--- config.mk ---
export PLATFORM = sky130hd
export DESIGN_NAME = hex_scan_mux
export DESIGN_NICKNAME = d
export VERILOG_FILES = /design/src/rtl/hex_scan_mux.sv
export SDC_FILE = /design/constraint.sdc
export NUM_CORES = 1
export LEC_CHECK = 0
export CORE_MARGIN = 2
export CORE_UTILIZATION = 47
export CTS_CLUSTER_DIAMETER = 30
export DETAILED_ROUTE_END_ITERATION = 7
export GPL_ROUTABILITY_DRIVEN = 0
export GPL_TIMING_DRIVEN = 1
export PLACE_DENSITY_LB_ADDON = 0.08
export SYNTH_ARGS = -nofsm -noshare
export SYNTH_HDL_FRONTEND = slang
export SYNTH_SLANG_ARGS = --single-unit
--- constraint.sdc ---
create_clock -name clk -period 2.1 [get_ports clk]
set_input_delay 0.315 -clock clk [delete_from_list [all_inputs] [get_ports clk]]
set_output_delay 0.315 -clock clk [all_outputs]
set_load 0.03 [all_outputs]
--- src/rtl/hex_scan_mux.sv ---
// Time-multiplexed four-digit hex display scanner with a one-clock blanking gap between digits.
// Optional leading-zero blanking is compiled in when HEX_SCAN_LZB_EN is defined.
module hex_scan_mux #(
    parameter int unsigned DIV = 50000
) (
    input  logic        clk,
    input  logic        rst,
    input  logic        en,
    input  logic        load,
    input  logic [15:0] value,
    output logic [3:0]  hex,
    output logic [3:0]  an,
    output logic [1:0]  digit
);

    localparam int unsigned CW = (DIV > 1) ? $clog2(DIV) : 1;
    localparam logic [CW-1:0] CntMax = CW'(DIV - 1);

    typedef enum logic [0:0] {StScan, StDead} state_e;

    state_e      state_q, state_d;
    logic [CW-1:0] cnt_q, cnt_d;
    logic [1:0]  digit_q, digit_d;
    logic [15:0] shadow_q, shadow_d;
    logic [3:0]  hex_q, hex_d;
    logic [3:0]  an_q, an_d;
    logic        tick;
    logic        blank;

    assign tick = en && (cnt_q == CntMax);

    always_comb begin
        cnt_d    = cnt_q;
        digit_d  = digit_q;
        state_d  = state_q;
        shadow_d = load ? value : shadow_q;
        hex_d    = hex_q;
        an_d     = 4'b1111;
        blank    = 1'b0;

        if (en) begin
            cnt_d = tick ? '0 : cnt_q + 1'b1;
            unique case (state_q)
                StScan: begin
                    if (tick) begin
                        digit_d = digit_q + 2'd1;
                        state_d = StDead;
                    end
                end
                StDead: state_d = StScan;
                default: state_d = StScan;
            endcase
            hex_d = shadow_q[{digit_q, 2'b00} +: 4];
        end

`ifdef HEX_SCAN_LZB_EN
        // A digit is dark when it and every more-significant nibble are zero.
        unique case (digit_d)
            2'd1: blank = (shadow_d[15:4] == 12'h000);
            2'd2: blank = (shadow_d[15:8] == 8'h00);
            2'd3: blank = (shadow_d[15:12] == 4'h0);
            default: blank = 1'b0;
        endcase
`else
        blank = 1'b0;
`endif

        // an is registered from next-state so it tracks the FSM without a cycle of lag.
        if (en && (state_d == StScan) && !blank) begin
            an_d = ~(4'b0001 << digit_d);
        end
    end

    always_ff @(posedge clk) begin
        if (rst) begin
            cnt_q    <= '0;
            digit_q  <= 2'd0;
            state_q  <= StScan;
            shadow_q <= 16'h0000;
            hex_q    <= 4'h0;
            an_q     <= 4'b1111;
        end else begin
            cnt_q    <= cnt_d;
            digit_q  <= digit_d;
            state_q  <= state_d;
            shadow_q <= shadow_d;
            hex_q    <= hex_d;
            an_q     <= an_d;
        end
    end

    assign hex   = hex_q;
    assign an    = an_q;
    assign digit = digit_q;

endmodule

==> results.txt, run 1 <==
----------------------------------------------------
[Critical path]
  Highest cell delay on the worst timing path ... 0.54 ns
  Worst flop-to-flop path endpoint ... digit[1]$_SDFF_PP0_
  Critical path depth ... 4
  Kind of start point of the critical path ... flop
  Data arrival at the endpoint of the critical path ... 2.31 ns
  Slack of the worst reg-to-reg path ... about 0.022 ns
  Buf/Inv on CP ... 0
  Largest fanout on the critical path ... 6
  Origin of the critical flop-to-flop path ... cnt_q[11]$_SDFFE_PP0P_
  Worst Path Required ... roughly 2.3 ns
  Cells along the critical path ... or4b_4, or4_4, or4_4, a21oi_2
  Cell at the slowest stage of the critical path ... sky130_fd_sc_hd__or4b_4
  Endpoint kind of the worst setup timing path ... flop
  Kind of cell adding the most delay to the critical path ... simple AND/OR/NAND/NOR gates
  Most numerous cell on the critical path ... sky130_fd_sc_hd__or4_4
  Cells on worst reg2reg path ... 4
  Setup CP Type ... flop to flop

[Layout]
  Filler-free cell count of the finished design ... 284
  Share of cells above drive strength 1 ... 19.5%
  Area growth syn-to-layout ... 35.3%
  FILL cells ... about 300
  Nets@finish ... around 260
  Core occupancy in the finished layout ... approximately two thirds
  Count of antenna diodes in the layout ... 0
  Finished Cell Area ... 0.00242 mm^2

[Clock network]
  Number of hold buffers added after CTS ... 0
  Number of clock buffers inserted by TritonCTS ... 5
  Total number of H-tree levels ... 2
  Clock slew at the register clock pins of the worst setup and hold paths ... ~0.07 ns
  Clock Tree Buf Depth ... 2
  TritonCTS clock tree ... done
  Clock tree root buffer cell ... sky130_fd_sc_hd__clkbuf_8
  Clock sink count ... 43
  Number of buffers inserted to repair setup after CTS ... 0
  Insertion delay of the later-clocked pin in the worst-skew pair ... a little under 0.3 ns

[Pwr]
  Net Sw Frac ... between 20 and 25%
  Net switching power figure ... approximately 0.00034 W
  Combinational share of power ... around 9.0%
  Internal power component ... 0.00122 W
  Clock group share of total power ... 36.2%
  Power per cell area ... ~640 mW/mm^2
  Total design power ... between 0.0015 and 0.002 W
  Worst IR drop on VDD ... approximately 0.4 mV
  Sequential fraction of design power ... 54.8%
  Static leakage ... about 0.95 nW

[Floorplanning]
  Die span in x ... 65.7 um
  Core ar. ... approximately 0.0037 mm^2
  # IOs ... 30
  Chip Height ... about 66 um
  Effective utilization at floorplan ... between 40% and 50%
  Die area ... approximately 0.0043 mm^2
  Number of standard-cell rows in the floorplan ... 22

[Timing]
  Worst Tran Pin Value ... about 0.36 ns
  Shortest clock period the worst path allows after layout ... around 2.1 ns
  Unrepaired setup endpoints after global routing ... true
  Slew HR ... around 76%
  Clock skew ... roughly 0.0025 ns
  Part of the cycle the worst path needs ... between 90% and 100%
  Highest Clock Rate ... approximately 0.48 GHz
  Setup violations, final ... 0
  Number of max-slew violations in the final report ... 0
  Final hold violation count ... 0

[Routing]
  Antenna-violating nets left ... 0
  Average wire per standard cell ... 13.3 um
  Starting DRT DRC Count ... 85
  Drt first pass iters ... 4
  Routed via count divided by cell count ... 5.26
  Residual DRC ... 0
  Vias after detailed routing ... ~1,500
  Final WL ... 3780 um

[Hold path]
  Path type of the worst min-delay path ... flop to flop
  Min-Delay Endpoint ... hex[0]$_SDFFE_PP0P_
  Start point of the worst hold path ... hex[0]$_SDFFE_PP0P_
  Hold Path Cell Cnt ... 2

[Synthesis]
  Number of flip-flops and latches in the synthesized netlist ... 43
  Sequential fraction of the synthesis area ... about half
  Number of instances in the synthesized netlist ... 184
  Synthesis warning total ... 0
  Distinct cells, synth ... 32
  Net count after synthesis ... ~210
  Post-synthesis instance area ... between 0.0015 and 0.002 mm^2
  Mean area per synthesized cell ... around 9.7 um^2

[Placed design]
  HPWL Detailed ... approximately 2800 um
  Placed insts ... 276
  Post-place instance area ... about 0.0023 mm^2
  PortBufs ... 29

[GRT]
  Global-route wire length before repair ... 6500 um
  Vias in the first global route ... around 1,500
  Initial antenna violation count ... 0
  Overall routing resource usage ... 19.8%
  Maximum number of pins on one net before global-route repair ... 24
  Grt ovf ... 0

[Flow run]
  Number of violations of the max-capacitance limit ... 0

[Outcome]
  Result of the run ... finished clean

----------------------------------------------------
## state kept, by name, summed over array words and instances, names as in the netlist
signal,count
digit,2
shadow_q,16
hex,4
an,4
state_q,1
cnt_q,16
## cells by family after synthesis
kind of cell,count (synthesis),share of synthesized area [%]
multiplexers,24,16.2
XOR/XNOR,12,5.87
adder cells (fa/ha/maj),1,0.699
flip-flops,43,48.1
AND/OR/NAND/NOR,80,22.8
AO/OA/AOI/OAI,11,3.36
buffers and inverters,13,2.94
## worst reg2reg max path, delay by kind of cell (launching register included)
kind | cells | cell delay, ns
compound gates | 1 | 0.12
flops | 1 | 0.32
simple gates | 3 | 1.58
## how the worst max path moves through the flow
stage,from,end,slack (ns)
2_1_floorplan,cnt_q[4]$_SDFFE_PP0P_,digit[1]$_SDFF_PP0_,0.007
3_3_place_gp,en,digit[1]$_SDFF_PP0_,-0.08
3_5_place_dp,en,digit[1]$_SDFF_PP0_,-0.13
4_1_cts,cnt_q[11]$_SDFFE_PP0P_,digit[1]$_SDFF_PP0_,0.02
5_1_grt,cnt_q[11]$_SDFFE_PP0P_,digit[1]$_SDFF_PP0_,-0.03
6_report,cnt_q[11]$_SDFFE_PP0P_,digit[1]$_SDFF_PP0_,0.02
## cells in the final DEF, fill, tap and decap left out, types with 2 or more instances in the layout
| cell type | synthesis | layout |
|---|---|---|
| sky130_fd_sc_hd__nor2_1 | 34 | 34 |
| sky130_fd_sc_hd__nor4_1 | 3 | 3 |
| sky130_fd_sc_hd__o31ai_1 | 2 | 2 |
| sky130_fd_sc_hd__nand3_1 | 3 | 3 |
| sky130_fd_sc_hd__o21ai_0 | 2 | 2 |
| sky130_fd_sc_hd__a21oi_2 | 0 | 2 |
| sky130_fd_sc_hd__nor3_1 | 4 | 4 |
| sky130_fd_sc_hd__nand2_1 | 9 | 9 |
| sky130_fd_sc_hd__inv_1 | 2 | 2 |
| sky130_fd_sc_hd__nand4_1 | 8 | 8 |
| sky130_fd_sc_hd__dfxtp_1 | 43 | 43 |
| sky130_fd_sc_hd__buf_4 | 0 | 25 |
| sky130_fd_sc_hd__xnor2_1 | 8 | 8 |
| sky130_fd_sc_hd__mux2i_1 | 20 | 20 |
| sky130_fd_sc_hd__nand2b_1 | 5 | 5 |
| sky130_fd_sc_hd__clkdlybuf4s50_1 | 0 | 29 |
| sky130_fd_sc_hd__mux4_2 | 4 | 4 |
| sky130_fd_sc_hd__or4_4 | 0 | 2 |
| sky130_fd_sc_hd__xor2_1 | 4 | 4 |
| sky130_fd_sc_hd__clkbuf_8 | 0 | 7 |
| sky130_fd_sc_hd__a21oi_1 | 7 | 5 |
## Yosys cell counts (all sizes together)
| master | count | area share [%] |
|---|---|---|
| dfxtp | 43 | 48 |
| nor2 | 34 | 7.1 |
| mux2i | 20 | 11 |
| nand2 | 9 | 1.9 |
| clkbuf | 8 | 1.7 |
| nand4 | 8 | 2.8 |
| xnor2 | 8 | 3.9 |
| a21oi | 7 | 2.0 |
| nand2b | 5 | 1.7 |
| mux4 | 4 | 5.0 |
| nor3 | 4 | 1.1 |
| xor2 | 4 | 2.0 |
| buf | 3 | 0.77 |
| nand3 | 3 | 0.84 |
| nor4 | 3 | 1.0 |
| or4 | 3 | 1.3 |
| inv | 2 | 0.42 |
| o21ai | 2 | 0.56 |
| o31ai | 2 | 0.84 |
| or3 | 2 | 0.77 |
| or4b | 2 | 1.1 |
| and3 | 1 | 0.42 |
| and4 | 1 | 0.49 |
| ha | 1 | 0.70 |
| nand3b | 1 | 0.42 |
| nand4b | 1 | 0.49 |
| or2 | 1 | 0.35 |
| or2b | 1 | 0.42 |
| or3b | 1 | 0.49 |
## layer usage
layer	global-route usage (%)	part of all wire, %	up-vias
met4	7.81	1.5	0
met1	23.2	44	717
met3	4.97	3.7	5
li1	-	-	744
met2	34.5	51	29
met5	0	0	-
## repair_timing
action | CTS | global route
pin swaps | 1 | 0
setup endpoints to repair | 15 | 2
gates resized for setup | 2 | 3
## layout make-up
class                      instances  area, um^2  share of cell area [%]
clock buffer                       8         100                    4.13
inverter                           2        7.51                   0.310
multi-input combinational        128         895                    37.0
sequential                        43         861                    35.6
tap                               48        60.1                    2.48
timing repair buffer              55         498                    20.6
## power by group through the flow
stage	Clock, W	Combinational [W]	Sequential, W
2_1_floorplan	0	0.0000666	0.000876
3_3_place_gp	0	0.000135	0.000870
3_5_place_dp	0	0.000140	0.000871
4_1_cts	0.000582	0.000141	0.000852
5_1_grt	0.000607	0.000155	0.000854
6_report	0.000564	0.000140	0.000852
## through the flow
step / worst slack [ns] / TNS (ns) / hold slack (ns)
final: 0.0224 / 0 / 0.500
after global routing: -0.0349 / -0.0349 / 0.544
after CTS: 0.0154 / 0 / 0.502
after detailed placement: -0.133 / -1.22 / 0.484
after global placement: -0.0777 / -0.683 / 0.467
after floorplan: 0.00705 / 0 / 0.447
(Power assumes the default switching activity.)
==> inputs of run 2 (changes only) <==
--- a/config.mk
+++ b/config.mk
@@ -12,6 +12,7 @@
 export GPL_ROUTABILITY_DRIVEN = 0
 export GPL_TIMING_DRIVEN = 1
 export PLACE_DENSITY_LB_ADDON = 0.08
+export SLEW_MARGIN = 20
 export SYNTH_ARGS = -nofsm -noshare
 export SYNTH_HDL_FRONTEND = slang
 export SYNTH_SLANG_ARGS = --single-unit
==> results of run 2 <==
Final layout, timing and power as in run 1 (identical DEF).
==> inputs of run 3 (changes only) <==
--- a/config.mk
+++ b/config.mk
@@ -10,7 +10,8 @@
 export CTS_CLUSTER_DIAMETER = 30
 export DETAILED_ROUTE_END_ITERATION = 7
 export GPL_ROUTABILITY_DRIVEN = 0
-export GPL_TIMING_DRIVEN = 1
+export GPL_TIMING_DRIVEN = 0
+export HOLD_SLACK_MARGIN = 0.03
 export PLACE_DENSITY_LB_ADDON = 0.08
 export SLEW_MARGIN = 20
 export SYNTH_ARGS = -nofsm -noshare
==> run 3 against run 2 <==
Critical path depth did not move. Sequential share of layout area rose by 2.5 points. Total power fell by 5.2%. Utilization fell by 3.6 points. Routed wire length fell by 7.3%. Register-to-register slack improved by 0.02 ns. Largest power group unchanged.
==> results.txt, run 3 (synthesis gave the netlist of run 1 again) <==
----------------------------------------------------
[Outcome]
  Result of the run ... finished clean

[Floorplanning]
  Core ar. ... 0.00366 mm^2 (unchanged)
  Chip Height ... 65.7 um (unchanged)
  Effective utilization at floorplan ... 48.9% (unchanged)
  Number of standard-cell rows in the floorplan ... 22 (unchanged)
  Die span in x ... 65.7 um (unchanged)
  Die area ... 0.00432 mm^2 (unchanged)
  # IOs ... 30 (unchanged)

[Routing]
  Antenna-violating nets left ... 0 (unchanged)
  Drt first pass iters ... 4 (unchanged)
  Starting DRT DRC Count ... 54 (-36%)
  Routed via count divided by cell count ... 5.18 (-1.5%)
  Residual DRC ... 0 (unchanged)
  Final WL ... 3500 um (-7.3%)
  Vias after detailed routing ... 1,405 (-6.0%)
  Average wire per standard cell ... 12.9 um (-2.9%)

[Critical path]
  Most numerous cell on the critical path ... sky130_fd_sc_hd__or4_4
  Cells along the critical path ... or4b_4, or4_4, or4_4, a21oi_2
  Highest cell delay on the worst timing path ... 0.57 ns (+0.03 ns)
  Worst Path Required ... 2.32 ns (about the same)
  Setup CP Type ... flop to flop
  Largest fanout on the critical path ... 6 (unchanged)
  Slack of the worst reg-to-reg path ... 0.04 ns (+0.02 ns)
  Worst flop-to-flop path endpoint ... digit[1]$_SDFF_PP0_
  Origin of the critical flop-to-flop path ... cnt_q[4]$_SDFFE_PP0P_
  Kind of start point of the critical path ... flop
  Cell at the slowest stage of the critical path ... sky130_fd_sc_hd__or4_4
  Data arrival at the endpoint of the critical path ... 2.28 ns (-0.03 ns)
  Cells on worst reg2reg path ... 4 (unchanged)
  Endpoint kind of the worst setup timing path ... flop

[Layout]
  Filler-free cell count of the finished design ... 271 (-4.6%)
  Count of antenna diodes in the layout ... 0 (unchanged)
  Share of cells above drive strength 1 ... 14.8% (-4.7 points)
  Most frequent standard cell in the layout excluding fill and tap cells ... sky130_fd_sc_hd__dfxtp_1
  Finished Cell Area ... 0.00229 mm^2 (-5.5%)
  Commonest cells after routing, fill and taps aside ... sky130_fd_sc_hd__dfxtp_1 (39), sky130_fd_sc_hd__nor2_1 (34), sky130_fd_sc_hd__clkdlybuf4s50_1 (27)
  Largest registers ... cnt_q x16, shadow_q x16
  Nets@finish ... 243 (-5.1%)
  FILL cells ... 313 (+5.0%)
  Area growth syn-to-layout ... 27.9%

[Timing]
  Part of the cycle the worst path needs ... 98.0% (-0.95 points)
  Shortest clock period the worst path allows after layout ... 2.06 ns (-0.0199 ns)
  Number of max-slew violations in the final report ... 0 (unchanged)
  Slew HR ... 52.4% (-23 points)
  Hold slack ... 0.430 ns (-0.0693 ns)
  Highest Clock Rate ... 0.486 GHz (+0.97%)
  Setup violations, final ... 0 (unchanged)
  Worst Tran Pin Value ... 0.714 ns (+0.353 ns)
  Final setup margin ... 0.0423 ns (+0.0199 ns)
  Final hold violation count ... 0 (unchanged)
  Clock skew ... 0.00829 ns (+0.00578 ns)

[Clock network]
  Clock sink count ... 43 (unchanged)
  Total number of H-tree levels ... 2 (unchanged)
  Number of clock buffers inserted by TritonCTS ... 5 (unchanged)
  Clock slew at the register clock pins of the worst setup and hold paths ... 0.08 ns (about the same)
  Clock Tree Buf Depth ... 2 (unchanged)
  Clock tree root buffer cell ... sky130_fd_sc_hd__clkbuf_8
  Insertion delay of the later-clocked pin in the worst-skew pair ... 0.29 ns (about the same)
  TritonCTS clock tree ... done

[GRT]
  Most Crowded Layer GR ... met2
  Met2 Track Usage GR ... 29.8% (-4.7 points)
  Vias in the first global route ... 1,356 (-9.0%)
  Met1 capacity usage during global routing ... 21.9% (-1.3 points)
  Met3 capacity usage during global routing ... 5.99% (+1.0 points)
  Global-route wire length before repair ... 5990 um (-7.8%)
  Overall routing resource usage ... 18.1% (-1.8 points)
  Maximum number of pins on one net before global-route repair ... 14 (-42%)
  Grt ovf ... 0 (unchanged)
  Initial antenna violation count ... 0 (unchanged)

[Placed design]
  HPWL Detailed ... 2440 um (-13%)
  Placed insts ... 259 (-6.2%)
  Minimum setup slack after placement ... -0.171 ns (-0.0383 ns)
  Post-place instance area ... 0.00212 mm^2 (-7.9%)
  PortBufs ... 27 (-6.9%)

[Pwr]
  Worst IR drop on VDD ... 0.412 mV (+1.5%)
  Total design power ... 0.00148 W (-5.2%)
  Power per cell area ... 645 mW/mm^2 (+0.35%)
  Static leakage ... 0.837 nW (-12%)

[Hold path]
  Path type of the worst min-delay path ... input port to flop
  Hold Path Cell Cnt ... 4 (+2)
  Start point of the worst hold path ... en
  Min-Delay Endpoint ... an[2]$_SDFF_PP1_

[Flow run]
  Number of violations of the max-capacitance limit ... 0 (unchanged)

----------------------------------------------------
## run 3: changes by cell type in the layout (fill, tap and decap cells not counted), sizes merged
| cell | delta |
|---|---|
| buf | -18 |
| clkbuf | +5 |
| clkdlybuf4s50 | -2 |
| clkinv | +1 |
| clkinvlp | +1 |
## run 3: worst max-delay path by stage
stage | from | end | slack (ns) | cells past startpoint
after floorplan | cnt_q[4]$_SDFFE_PP0P_ | digit[1]$_SDFF_PP0_ | 0.007 | 5
after global placement | en | digit[1]$_SDFF_PP0_ | -0.16 | 6
after detailed placement | en | digit[1]$_SDFF_PP0_ | -0.17 | 6
after CTS | cnt_q[12]$_SDFFE_PP0P_ | digit[1]$_SDFF_PP0_ | -0.07 | 5
after global routing | cnt_q[4]$_SDFFE_PP0P_ | digit[1]$_SDFF_PP0_ | -0.01 | 4
final | cnt_q[4]$_SDFFE_PP0P_ | digit[1]$_SDFF_PP0_ | 0.04 | 4
## run 3: critical path: cells and delay by family, from the launching register on
kind | cells | cell delay [ns]
compound gates | 1 | 0.12
flops | 1 | 0.35
simple gates | 3 | 1.53
## run 3: repair_timing
item                                   CTS  global route
gates cloned                             0             0
endpoints found under the hold margin    0             0
pin swaps                                6             2
hold buffers                             0             0
gates resized for setup                  9             9
buffers inserted                         4             1
setup endpoints to repair               14            14
## run 3: layer usage
layer | share of wire, % | routed length (um)
met5 | 0 | 0
met1 | 46 | 1620
met2 | 48 | 1690
met4 | 1.8 | 63
met3 | 3.7 | 129
## run 3: power by group
group | internal, W | switching, W
sequential | 0.000837 | 0.0000138
combinational | 0.0000710 | 0.0000567
clock | 0.000232 | 0.000265
total | 0.00114 | 0.000336
## run 3: stage by stage
step / utilization, % / TNS (ns)
floorplan: - / 0
global placement: 57.9 / -1.82
detailed placement: 57.9 / -2.05
CTS: 61.7 / -0.223
global route: 62.5 / -0.0144
finish: 62.5 / 0
## run 3: layout make-up
| type | count | area, um^2 | area share, % |
|---|---|---|---|
| buffer | 10 | 46.3 | 2.02 |
| clock buffer | 6 | 72.6 | 3.17 |
| clock inverter | 2 | 12.5 | 0.547 |
| inverter | 2 | 7.51 | 0.328 |
| multi-input combinational | 128 | 911 | 39.8 |
| sequential | 43 | 871 | 38.1 |
| tap | 48 | 60.1 | 2.62 |
| timing repair buffer | 32 | 308 | 13.4 |
